<file path="src/rtl/muldiv_pkg.sv">
// Shared types and constants for the iterative multiply/divide sequencer.
package muldiv_pkg;

   localparam int unsigned MD_WIDTH = 32;

   typedef enum logic [1:0] {
      MD_MULT  = 2'b00,
      MD_MULTU = 2'b01,
      MD_DIV   = 2'b10,
      MD_DIVU  = 2'b11
   } muldiv_op_t;

   localparam logic [2:0] ST_IDLE = 3'd0;
   localparam logic [2:0] ST_PREP = 3'd1;
   localparam logic [2:0] ST_RUN  = 3'd2;
   localparam logic [2:0] ST_FIX  = 3'd3;
   localparam logic [2:0] ST_DONE = 3'd4;

   typedef enum logic [2:0] {
      IDLE = ST_IDLE,
      PREP = ST_PREP,
      RUN  = ST_RUN,
      FIX  = ST_FIX,
      DONE = ST_DONE
   } muldiv_state_t;

   function automatic logic op_is_div(input muldiv_op_t op);
      return op[1];
   endfunction

   function automatic logic op_is_signed(input muldiv_op_t op);
      return ~op[0];
   endfunction

endpackage

</file>
<file path="src/rtl/muldiv_step.sv">
// One shift-add (multiply) or restoring-subtract (divide) iteration on {acc, q}.
import muldiv_pkg::*;

module muldiv_step #(
   parameter int unsigned WIDTH = MD_WIDTH
) (
   input  logic             is_div,
   input  logic [WIDTH:0]   acc,
   input  logic [WIDTH-1:0] q,
   input  logic [WIDTH-1:0] m,
   output logic [WIDTH:0]   acc_nx,
   output logic [WIDTH-1:0] q_nx
);

   logic [WIDTH:0]   sum;
   logic [WIDTH:0]   sh;
   logic [WIDTH+1:0] diff;

   always_comb begin
      sum    = acc + {1'b0, m};
      sh     = {acc[WIDTH-1:0], q[WIDTH-1]};
      diff   = {1'b0, sh} - {2'b00, m};
      acc_nx = acc;
      q_nx   = q;
      if (is_div) begin
         // Borrow out of the trial subtraction means restore the shifted value.
         if (diff[WIDTH+1]) begin
            acc_nx = sh;
            q_nx   = {q[WIDTH-2:0], 1'b0};
         end else begin
            acc_nx = diff[WIDTH:0];
            q_nx   = {q[WIDTH-2:0], 1'b1};
         end
      end else begin
         if (!q[0]) sum = acc;
         acc_nx = {1'b0, sum[WIDTH:1]};
         q_nx   = {sum[0], q[WIDTH-1:1]};
      end
   end

endmodule

</file>
<file path="src/rtl/muldiv_ctrl.sv">
// Multicycle MULT/MULTU/DIV/DIVU sequencer owning HI/LO.
// Optional divide-by-zero exception path: define MULDIV_DIVZERO_EXC_EN.
import muldiv_pkg::*;

module muldiv_ctrl #(
   parameter int unsigned WIDTH = MD_WIDTH,
   parameter int unsigned CNT_W = 6
) (
   input  logic             Clk,
   input  logic             Reset_n,
   input  logic             Start,
   input  logic [1:0]       Op,
   input  logic [WIDTH-1:0] A,
   input  logic [WIDTH-1:0] B,
   input  logic             Abort,
   input  logic             WrHi,
   input  logic             WrLo,
   input  logic [WIDTH-1:0] WrData,
   output logic             Busy,
   output logic             Done,
   output logic [WIDTH-1:0] Hi,
   output logic [WIDTH-1:0] Lo
`ifdef MULDIV_DIVZERO_EXC_EN
   ,
   output logic             DivZero
`endif
);

   muldiv_state_t      state;
   muldiv_op_t         op;
   logic [WIDTH:0]     acc;
   logic [WIDTH-1:0]   q;
   logic [WIDTH-1:0]   m;
   logic               neg_q;
   logic               neg_r;
   logic [CNT_W-1:0]   cnt;
   logic [WIDTH:0]     acc_nx;
   logic [WIDTH-1:0]   q_nx;
   logic               sgn_in;
   logic [WIDTH-1:0]   a_mag;
   logic [WIDTH-1:0]   b_mag;
   logic [2*WIDTH-1:0] prod_neg;
   logic [WIDTH-1:0]   quo_neg;
   logic [WIDTH-1:0]   rem_neg;
`ifdef MULDIV_DIVZERO_EXC_EN
   logic               dz;
`endif

   always_comb begin
      sgn_in   = ~Op[0];
      a_mag    = (sgn_in && A[WIDTH-1]) ? -A : A;
      b_mag    = (sgn_in && B[WIDTH-1]) ? -B : B;
      prod_neg = -{acc[WIDTH-1:0], q};
      quo_neg  = -q;
      rem_neg  = -acc[WIDTH-1:0];
   end

   muldiv_step #(.WIDTH(WIDTH)) u_step (
      .is_div (op_is_div(op)),
      .acc    (acc),
      .q      (q),
      .m      (m),
      .acc_nx (acc_nx),
      .q_nx   (q_nx)
   );

   always_ff @(posedge Clk or negedge Reset_n) begin
      if (!Reset_n) begin
         state <= IDLE;
         op    <= MD_MULT;
         acc   <= '0;
         q     <= '0;
         m     <= '0;
         neg_q <= 1'b0;
         neg_r <= 1'b0;
         cnt   <= '0;
         Hi    <= '0;
         Lo    <= '0;
`ifdef MULDIV_DIVZERO_EXC_EN
         dz    <= 1'b0;
`endif
      end else if (Abort && state != IDLE) begin
         state <= IDLE;
`ifdef MULDIV_DIVZERO_EXC_EN
         dz    <= 1'b0;
`endif
      end else begin
         case (state)
            IDLE: begin
               if (WrHi) Hi <= WrData;
               if (WrLo) Lo <= WrData;
               if (Start && !Abort) begin
                  state <= PREP;
                  op    <= muldiv_op_t'(Op);
                  q     <= a_mag;
                  m     <= b_mag;
                  neg_q <= sgn_in & (A[WIDTH-1] ^ B[WIDTH-1]);
                  neg_r <= sgn_in & A[WIDTH-1];
               end
            end
            PREP: begin
               acc   <= '0;
               cnt   <= '0;
               state <= RUN;
`ifdef MULDIV_DIVZERO_EXC_EN
               if (op_is_div(op) && m == '0) begin
                  dz    <= 1'b1;
                  state <= DONE;
               end
`endif
            end
            RUN: begin
               acc <= acc_nx;
               q   <= q_nx;
               cnt <= cnt + 1'b1;
               if (cnt == CNT_W'(WIDTH - 1)) state <= FIX;
            end
            FIX: begin
               // Both results end up as Hi=acc, Lo=q, so DONE needs no op decode.
               if (op_is_signed(op)) begin
                  if (op_is_div(op)) begin
                     if (neg_q) q   <= quo_neg;
                     if (neg_r) acc <= {1'b0, rem_neg};
                  end else if (neg_q) begin
                     acc <= {1'b0, prod_neg[2*WIDTH-1:WIDTH]};
                     q   <= prod_neg[WIDTH-1:0];
                  end
               end
               state <= DONE;
            end
            DONE: begin
`ifdef MULDIV_DIVZERO_EXC_EN
               if (!dz) begin
                  Hi <= acc[WIDTH-1:0];
                  Lo <= q;
               end
               dz <= 1'b0;
`else
               Hi <= acc[WIDTH-1:0];
               Lo <= q;
`endif
               state <= IDLE;
            end
            default: state <= IDLE;
         endcase
      end
   end

   assign Busy = (state != IDLE);
   assign Done = (state == DONE) && !Abort;
`ifdef MULDIV_DIVZERO_EXC_EN
   assign DivZero = (state == DONE) && dz && !Abort;
`endif

endmodule

</file>
<file path="config.mk">
export PLATFORM = sky130hd
export DESIGN_NAME = muldiv_ctrl
export DESIGN_NICKNAME = d
export VERILOG_FILES = /design/src/rtl/muldiv_pkg.sv /design/src/rtl/muldiv_step.sv /design/src/rtl/muldiv_ctrl.sv
export SDC_FILE = /design/constraint.sdc
export NUM_CORES = 1
export LEC_CHECK = 0
export ABC_CLOCK_PERIOD_IN_PS = 4600
export CELL_PAD_IN_SITES_DETAIL_PLACEMENT = 0
export CELL_PAD_IN_SITES_GLOBAL_PLACEMENT = 2
export CORE_ASPECT_RATIO = 1.2
export CORE_UTILIZATION = 34
export DETAILED_ROUTE_END_ITERATION = 8
export HOLD_SLACK_MARGIN = 0.02
export PLACE_DENSITY = 0.88
export RECOVER_POWER = 100
export SETUP_SLACK_MARGIN = 0.15
export SYNTH_ARGS = -nofsm -noshare
export SYNTH_HDL_FRONTEND = slang
export SYNTH_SLANG_ARGS = --single-unit
</file>
<file path="constraint.sdc">
create_clock -name Clk -period 4.6 [get_ports Clk]
set_input_delay 0.46 -clock Clk [delete_from_list [all_inputs] [get_ports Clk]]
set_output_delay 0.46 -clock Clk [all_outputs]
set_load 0.01 [all_outputs]
</file>
==> results.md, run 1 <==
- Outcome: finished, violations left
- Failing checks: max-capacitance violations, max-slew violations
- Fin nets: 2215
- Mapped Nets: 2091
- Netlist cell types: 73
- FF-to-FF End: acc[3]
- HP Class: reg2reg
- R2R Setup Slk: 0.42 ns
- Fin cells: 2604
- Sequential Area: 4360 um^2
- Final worst path period share: 90.9%
- Slew Limit Fails: 199
- CP Depth: 13
- Die Y: 230 um
- WL/cell: 20.9 um
- ANT cells: 0
- Max Cap Viol: 3
- Final setup TNS: 0 ns
- Fin crit period: 4.18 ns
- Post-DR vias/cell: 5.75
- Via count: 15000
- Register area share after synthesis: 29.5%
- Top Ports: 170
- First-pass GRT wire length: 84100 um
- Site Rows: 83
- XOR/XNOR Fraction of Synth Area: 7.17%
- Number of synthesized register bits: 174
- Num CTS Buffers: 17
- Hold path cells: 2
- Leak Pwr: 0.00762 uW
- Adder-cell share of the synthesized area: 6.12%
- Slowest stage delay, CP: 0.78 ns
- PostCTS Resize Cnt: 0
- Number of synthesis warnings: 0
- Worst path slowest cell: nor2_4
- Worst Hold End: Lo[15]
- Core ar.: 42800 um^2
- RSZ-0062 raised after global routing: no
- Post-route ant nets: 0
- Worst path required time: 4.94 ns
- Drt initial violations: 1173
- Number of synthesized flops with an enable pin: 0
- Vias in the first global route: 14400
- Simple-gate area share of the yosys netlist: 20.0%
- Worst Tran Pin Value: 2.85 ns
- Fmax: 0.239 GHz
- Final Hold Viols: 0
- Worst skew pair latency: 0.46 ns
- Clock Sinks: 174
- Clock Skew: 0.0154 ns
- RD Place Congestion: 0.889
- Syn Area/Cell: 7.71 um^2
- Relative slew slack: -90.3%
- Most common cell after layout, fill and taps aside: o21ai_0
- CP bufs+invs: 3
- Mapped Cells: 1916
- H-tree levels: 4
- Layout area overhead: 19.4%
- CTS tree: yes
- Initial antenna violation count: 0
- Hold path start: Lo[15]
- CP delay by family, top: compound AO/OA/AOI/OAI gates
- CTS Hold Bufs: 0
- DRC viols: 0
- Final wirelength: 54400 um
- Multi-input logic area: 9710 um^2
- Cell Area, Synth: 14800 um^2
- Die X: 192 um
- Drt pass-1 iters: 5
- GRT overflow: 0
- Crit Path Category: reg2reg
- Share of layout cells above drive strength 1: 5.95%
- Top_reg_cell synth: dfrtp_1
- Critical path endpoint category: flip-flop
- Critical Path AT: 4.52 ns
- Largest family of logic cells by synthesized area: compound AO/OA/AOI/OAI gates
- CP most frequent cell: clkbuf_1
- Async SR Flop Fraction: 100%
- Compound-cell area share of the yosys netlist: 28.1%
- Fillers: 4428
- CTS clk-pin slew, worst paths: 0.07 ns
- HPWL after detailed placement: 41400 um
- GR Util All Layers: 24.7%
- R2r startpoint: q[31]
- DP Cell Count: 2573
- Max FO, Critical Path: 38
- Port Buf Inserts: 169
- VDD IR max: 0.329 mV
- Final setup vio count: 0
- Clock root buffer: clkbuf_16
- Largest net degree at the start of global routing: 98
- PwrDens: 410 nW/um^2
- Startpoint types: flip-flop
- Starting Density: 34.5%
- Post-synthesis mux area share: 4.29%
- Reg2Reg Depth: 13
- Worst path cell trace: inv_1, ha_1, nor2b_1, o31a_1, o21ai_0, a31oi_1, nor4_1, clkbuf_1, nor2_4, clkbuf_1, mux2i_1, a211oi_1, a221o_1
- Commonest non-fill, non-tap cells in the layout: o21ai_0, a21oi_1, nand2_1, dfrtp_1, nor2_1
- Max clock buf depth: 2
- Die area: 44300 um^2
- Post-CTS setup buffer count: 0
[metal layers]
metal | GRT usage (%) | share of wire, %
met5 | 0 | 0
met4 | 9.30 | 3.0
met3 | 3.01 | 5.2
met2 | 40.4 | 47
met1 | 32.8 | 45
[how the worst max path moves through the flow]
stage	slack, ns	end	start
6_report	0.42	acc[3]	q[31]
5_1_grt	0.24	acc[3]	q[31]
4_1_cts	0.76	acc[3]	q[31]
3_5_place_dp	0.53	m[29]	B[8]
3_3_place_gp	0.54	m[29]	B[8]
2_1_floorplan	1.21	acc[21]	acc[8]
[state kept, by name (all words and copies together), names as in the netlist]
signal  count
Lo         32
m          32
op          2
Hi         32
neg_r       1
neg_q       1
q          32
acc        33
state       3
cnt         6
[metrics by stage]
stage | total power, uW | util, % | hold slack [ns] | setup WS [ns] | cell area [um^2]
after floorplan | 4540 | - | 0.164 | 1.21 | 14800
after global placement | 5780 | 40.1 | 0.462 | 0.539 | 17200
after detailed placement | 5810 | 40.1 | 0.469 | 0.526 | 17200
after CTS | 7290 | 41.4 | 0.149 | 0.759 | 17700
after global routing | 7730 | 41.2 | 0.494 | 0.240 | 17600
final | 7230 | 41.2 | 0.477 | 0.420 | 17600
[cell usage after synthesis, types with 19 or more instances]
cell,n,share of area (%)
o21ai_0,235,8.0
a21oi_1,217,7.4
nand2_1,196,5.0
dfrtp_1,174,29
nor2_1,146,3.7
clkbuf_1,111,2.8
ha_1,69,5.8
inv_1,66,1.7
xnor2_1,62,3.7
nor3_1,60,2.0
xor2_1,59,3.5
nor2b_1,44,1.9
mux2i_1,43,2.9
a21o_1,31,1.6
nand3_1,25,0.85
nand2b_1,23,0.97
o31ai_1,23,1.2
or3_1,22,0.93
a211oi_1,21,1.1
o211ai_1,19,0.97
[layout make-up]
class	instances	area share (%)
clock buffer	18	2.43
inverter	67	1.43
tap	552	3.92
clock inverter	13	0.745
multi-input combinational	1554	55.1
timing repair buffer	226	11.7
sequential	174	24.7
[worst reg2reg max path: cells and delay by family, from the launching register on]
family                     cells  cell delay [ns]
adders and majority gates      1             0.27
and+or+nand+nor                3             1.02
AOI/OAI and AO/OA              5             1.16
muxes                          1             0.25
buffers and inverters          3             0.90
DFF                            1             0.46
[power breakdown]
group | switching (uW) | internal, uW | total (uW)
sequential | 385 | 1820 | 2210
combinational | 2130 | 1440 | 3560
clock | 704 | 755 | 1460
total | 3220 | 4010 | 7230
[cell families after synthesis]
group | Yosys count
AND/OR/NAND/NOR | 614
XOR/XNOR | 121
adder cells (fa/ha/maj) | 71
buffers and inverters | 188
flip-flops | 174
AO/OA/AOI/OAI | 687
multiplexers | 61
No activity file was read; power rests on OpenSTA's default activity.
==> inputs of run 2 (changes only) <==
GPL_ROUTABILITY_DRIVEN = 0   (was default)
PLACE_DENSITY = 0.87   (was 0.88)
SYNTH_HIERARCHICAL = 1   (was default)
==> results.md, run 2 <==
- Async SR Flop Fraction: 100% (unchanged)
- First-pass GRT wire length: 87100 um (+3.6%)
- Multi-input logic area: 10400 um^2 (+7.1%)
- Fin nets: 2276 (+2.8%)
- Cell Area, Synth: 15500 um^2 (+4.9%)
- Post-CTS setup buffer count: 0 (unchanged)
- Fmax: 0.247 GHz (+3.1%)
- Worst setup endpoint: acc[2]
- Worst Tran Pin Value: 2.36 ns (-0.495 ns)
- PwrDens: 437 nW/um^2 (+6.6%)
- Site Rows: 85 (+2.4%)
- Outcome: finished, violations left
- Clock Sinks: 174 (unchanged)
- Layout area overhead: 19.0%
- Fin crit period: 4.05 ns (-0.127 ns)
- Initial antenna violation count: 0 (unchanged)
- Placed instance area: 17900 um^2 (+4.3%)
- Fillers: 4650 (+5.0%)
- Final instance area: 18400 um^2 (+4.6%)
- Netlist cell types: 100 (+37%)
- Syn Area/Cell: 7.82 um^2 (+1.5%)
- Top Ports: 170 (unchanged)
- Vias in the first global route: 15000 (+4.5%)
- Final Hold Viols: 0 (unchanged)
- Startpoint types: flip-flop
- Clock Skew: 0.00951 ns (-0.00587 ns)
- Share of layout cells above drive strength 1: 7.14% (+1.2 points)
- Leak Pwr: 0.00773 uW (+1.5%)
- Num CTS Buffers: 17 (unchanged)
- Die X: 197 um (+2.4%)
- Share of the synthesized area in the top cell type: 28.1% (-1.4 points)
- Max FO, Critical Path: 6 (-84%)
- Relative slew slack: -57.2% (+33 points)
- CTS clk-pin slew, worst paths: 0.07 ns (about the same)
- Critical path endpoint category: flip-flop
- CTS tree: yes
- HPWL after detailed placement: 42300 um (+2.2%)
- Final setup TNS: 0 ns (unchanged)
- Max Cap Viol: 5 (+2)
- Number of synthesized register bits: 174 (unchanged)
- Most common cell after layout, fill and taps aside: nand2_1
- ANT cells: 0 (unchanged)
- GRT overflow: 0 (unchanged)
- Final wirelength: 55100 um (+1.4%)
- Drt pass-1 iters: 5 (unchanged)
- Crit Path Category: reg2reg
- Die area: 46400 um^2 (+4.9%)
- RSZ-0062 raised after global routing: no
- Clock root buffer: clkbuf_16
- Drt initial violations: 1069 (-8.9%)
- HP Class: in2async
- Die Y: 236 um (+2.4%)
- Crit. Startpoint: q[31]
- Total Power Consumption: 8060 uW (+12%)
- Reg2Reg Depth: 17 (+4)
- Core ar.: 44900 um^2 (+4.9%)
- Largest net degree at the start of global routing: 73 (-26%)
- Register area share after synthesis: 28.1% (-1.4 points)
- Critical Path AT: 4.40 ns (-0.12 ns)
- Number of synthesis warnings: 6 (+6)
- WL/cell: 20.3 um (-3.0%)
- Sequential Area: 4360 um^2 (about the same)
- Max reg flops: 33 (unchanged)
- VDD IR max: 0.211 mV (-36%)
- DRC viols: 0 (unchanged)
- H-tree levels: 4 (unchanged)
- Starting Density: 34.5% (about the same)
- Final worst path period share: 88.1% (-2.8 points)
- Max clock buf depth: 2 (unchanged)
- Synth cell count leaders: nand2_1, a21oi_1, o21ai_0
- Mapped Nets: 2156 (+3.1%)
- Final setup vio count: 0 (unchanged)
- Port Buf Inserts: 169 (unchanged)
- Most flops, register: acc
- Mapped Cells: 1981 (+3.4%)
- Post-route ant nets: 0 (unchanged)
- Worst skew pair latency: 0.47 ns (about the same)
- Worst path required time: 4.94 ns (about the same)
- R2r startpoint: q[31]
- FF-to-FF End: acc[2]
- PostCTS Resize Cnt: 0 (unchanged)
- GR Util All Layers: 23.9% (-0.78 points)
- Top_reg_cell synth: dfrtp_1
- Commonest non-fill, non-tap cells in the layout: nand2_1, a21oi_1, o21ai_0, dfrtp_1, nor2_1
- Largest cells by area after synthesis: dfrtp_1, a21oi_1, o21ai_0
- Most instantiated library cell after synthesis: nand2_1
- R2R Setup Slk: 0.55 ns (+0.13 ns)
- Post-DR vias/cell: 5.65 (-1.8%)
- Synth area leader: dfrtp_1
- Number of synthesized flops with an enable pin: 0 (unchanged)
- Via count: 15400 (+2.6%)
- Slew Limit Fails: 175 (-12%)
- Failing checks: max-capacitance violations, max-slew violations
- CTS Hold Bufs: 0 (unchanged)
-- run 2: cell types whose count changed after synthesis, moves of 16 or more --
cell	delta
nor2b_1	+23
nand2_1	+25
o21ai_0	-41
clkbuf_1	-16
mux2_2	+16
xor2_1	-18
nor2_1	-21
-- run 2: cells by family (layout without fill, tap and decap cells) --
| group | after synthesis | count (layout) | synth area share, % |
|---|---|---|---|
| multiplexers | 90 | 90 | 6.10 |
| buffers and inverters | 190 | 323 | 4.86 |
| AO/OA/AOI/OAI | 675 | 675 | 27.1 |
| AND/OR/NAND/NOR | 665 | 665 | 21.5 |
| flip-flops | 174 | 174 | 28.1 |
| adder cells (fa/ha/maj) | 71 | 71 | 5.83 |
| XOR/XNOR | 116 | 116 | 6.56 |
-- run 2: how the worst min path moves through the flow --
stage | startpoint | to | cells after the start
CTS | Reset_n | Hi[21] | 1
detailed placement | Hi[11] | Hi[11] | 2
floorplan | Reset_n | Hi[0] | 0
global placement | Lo[11] | Lo[11] | 2
finish | Reset_n | Lo[22] | 1
global route | Reset_n | Lo[22] | 1
-- run 2: per-stage QoR --
stage	worst slack (ns)	util, %	std cells	hold slack (ns)
2_1_floorplan	0.958	-	1981	0.164
3_3_place_gp	0.837	39.9	2691	0.461
3_5_place_dp	0.804	39.9	2691	0.469
4_1_cts	0.774	41.2	2723	0.0349
5_1_grt	0.234	41.1	2723	0.0559
6_report	0.547	41.1	2723	0.0121
-- run 2: cell type report --
type	instances	share of cell area, %
Clock inverter	14	0.814
Timing Repair Buffer	220	11.2
Sequential cell	174	23.6
Clock buffer	18	2.38
Inverter	71	1.45
Tap cell	609	4.13
Multi-Input combinational cell	1617	56.4
-- run 2: critical path, cell delays in order (launching register included) --
cell      delay (ns)
dfrtp_1         0.45
inv_1           0.12
ha_1            0.25
nor2b_1         0.18
o31ai_2         0.10
a31oi_1         0.50
a211oi_2        0.14
clkbuf_1        0.20
o21ai_2         0.25
nand3_1         0.15
nand3_2         0.14
mux2i_1         0.19
a21oi_1         0.09
mux2_2          0.31
a2111o_1        0.40
o21ai_0         0.15
a21boi_0        0.21
o31ai_1         0.09
-- run 2: per-layer routing --
layer  vias to the layer above  routed length, um  share of wire, %  GRT usage [%]
li1                       7500                  -                 -              -
met1                      7357              25600                46           32.7
met2                       448              25200                46           37.8
met3                        76               2580               4.7           3.39
met4                         0               1740               3.1           9.30
met5                         -                  0                 0              0
-- run 2: where the power goes --
group          total, uW  internal, uW  switching (uW)
Combinational       4190          1760            2430
Clock               1510           780             727
Sequential          2370          1840             526
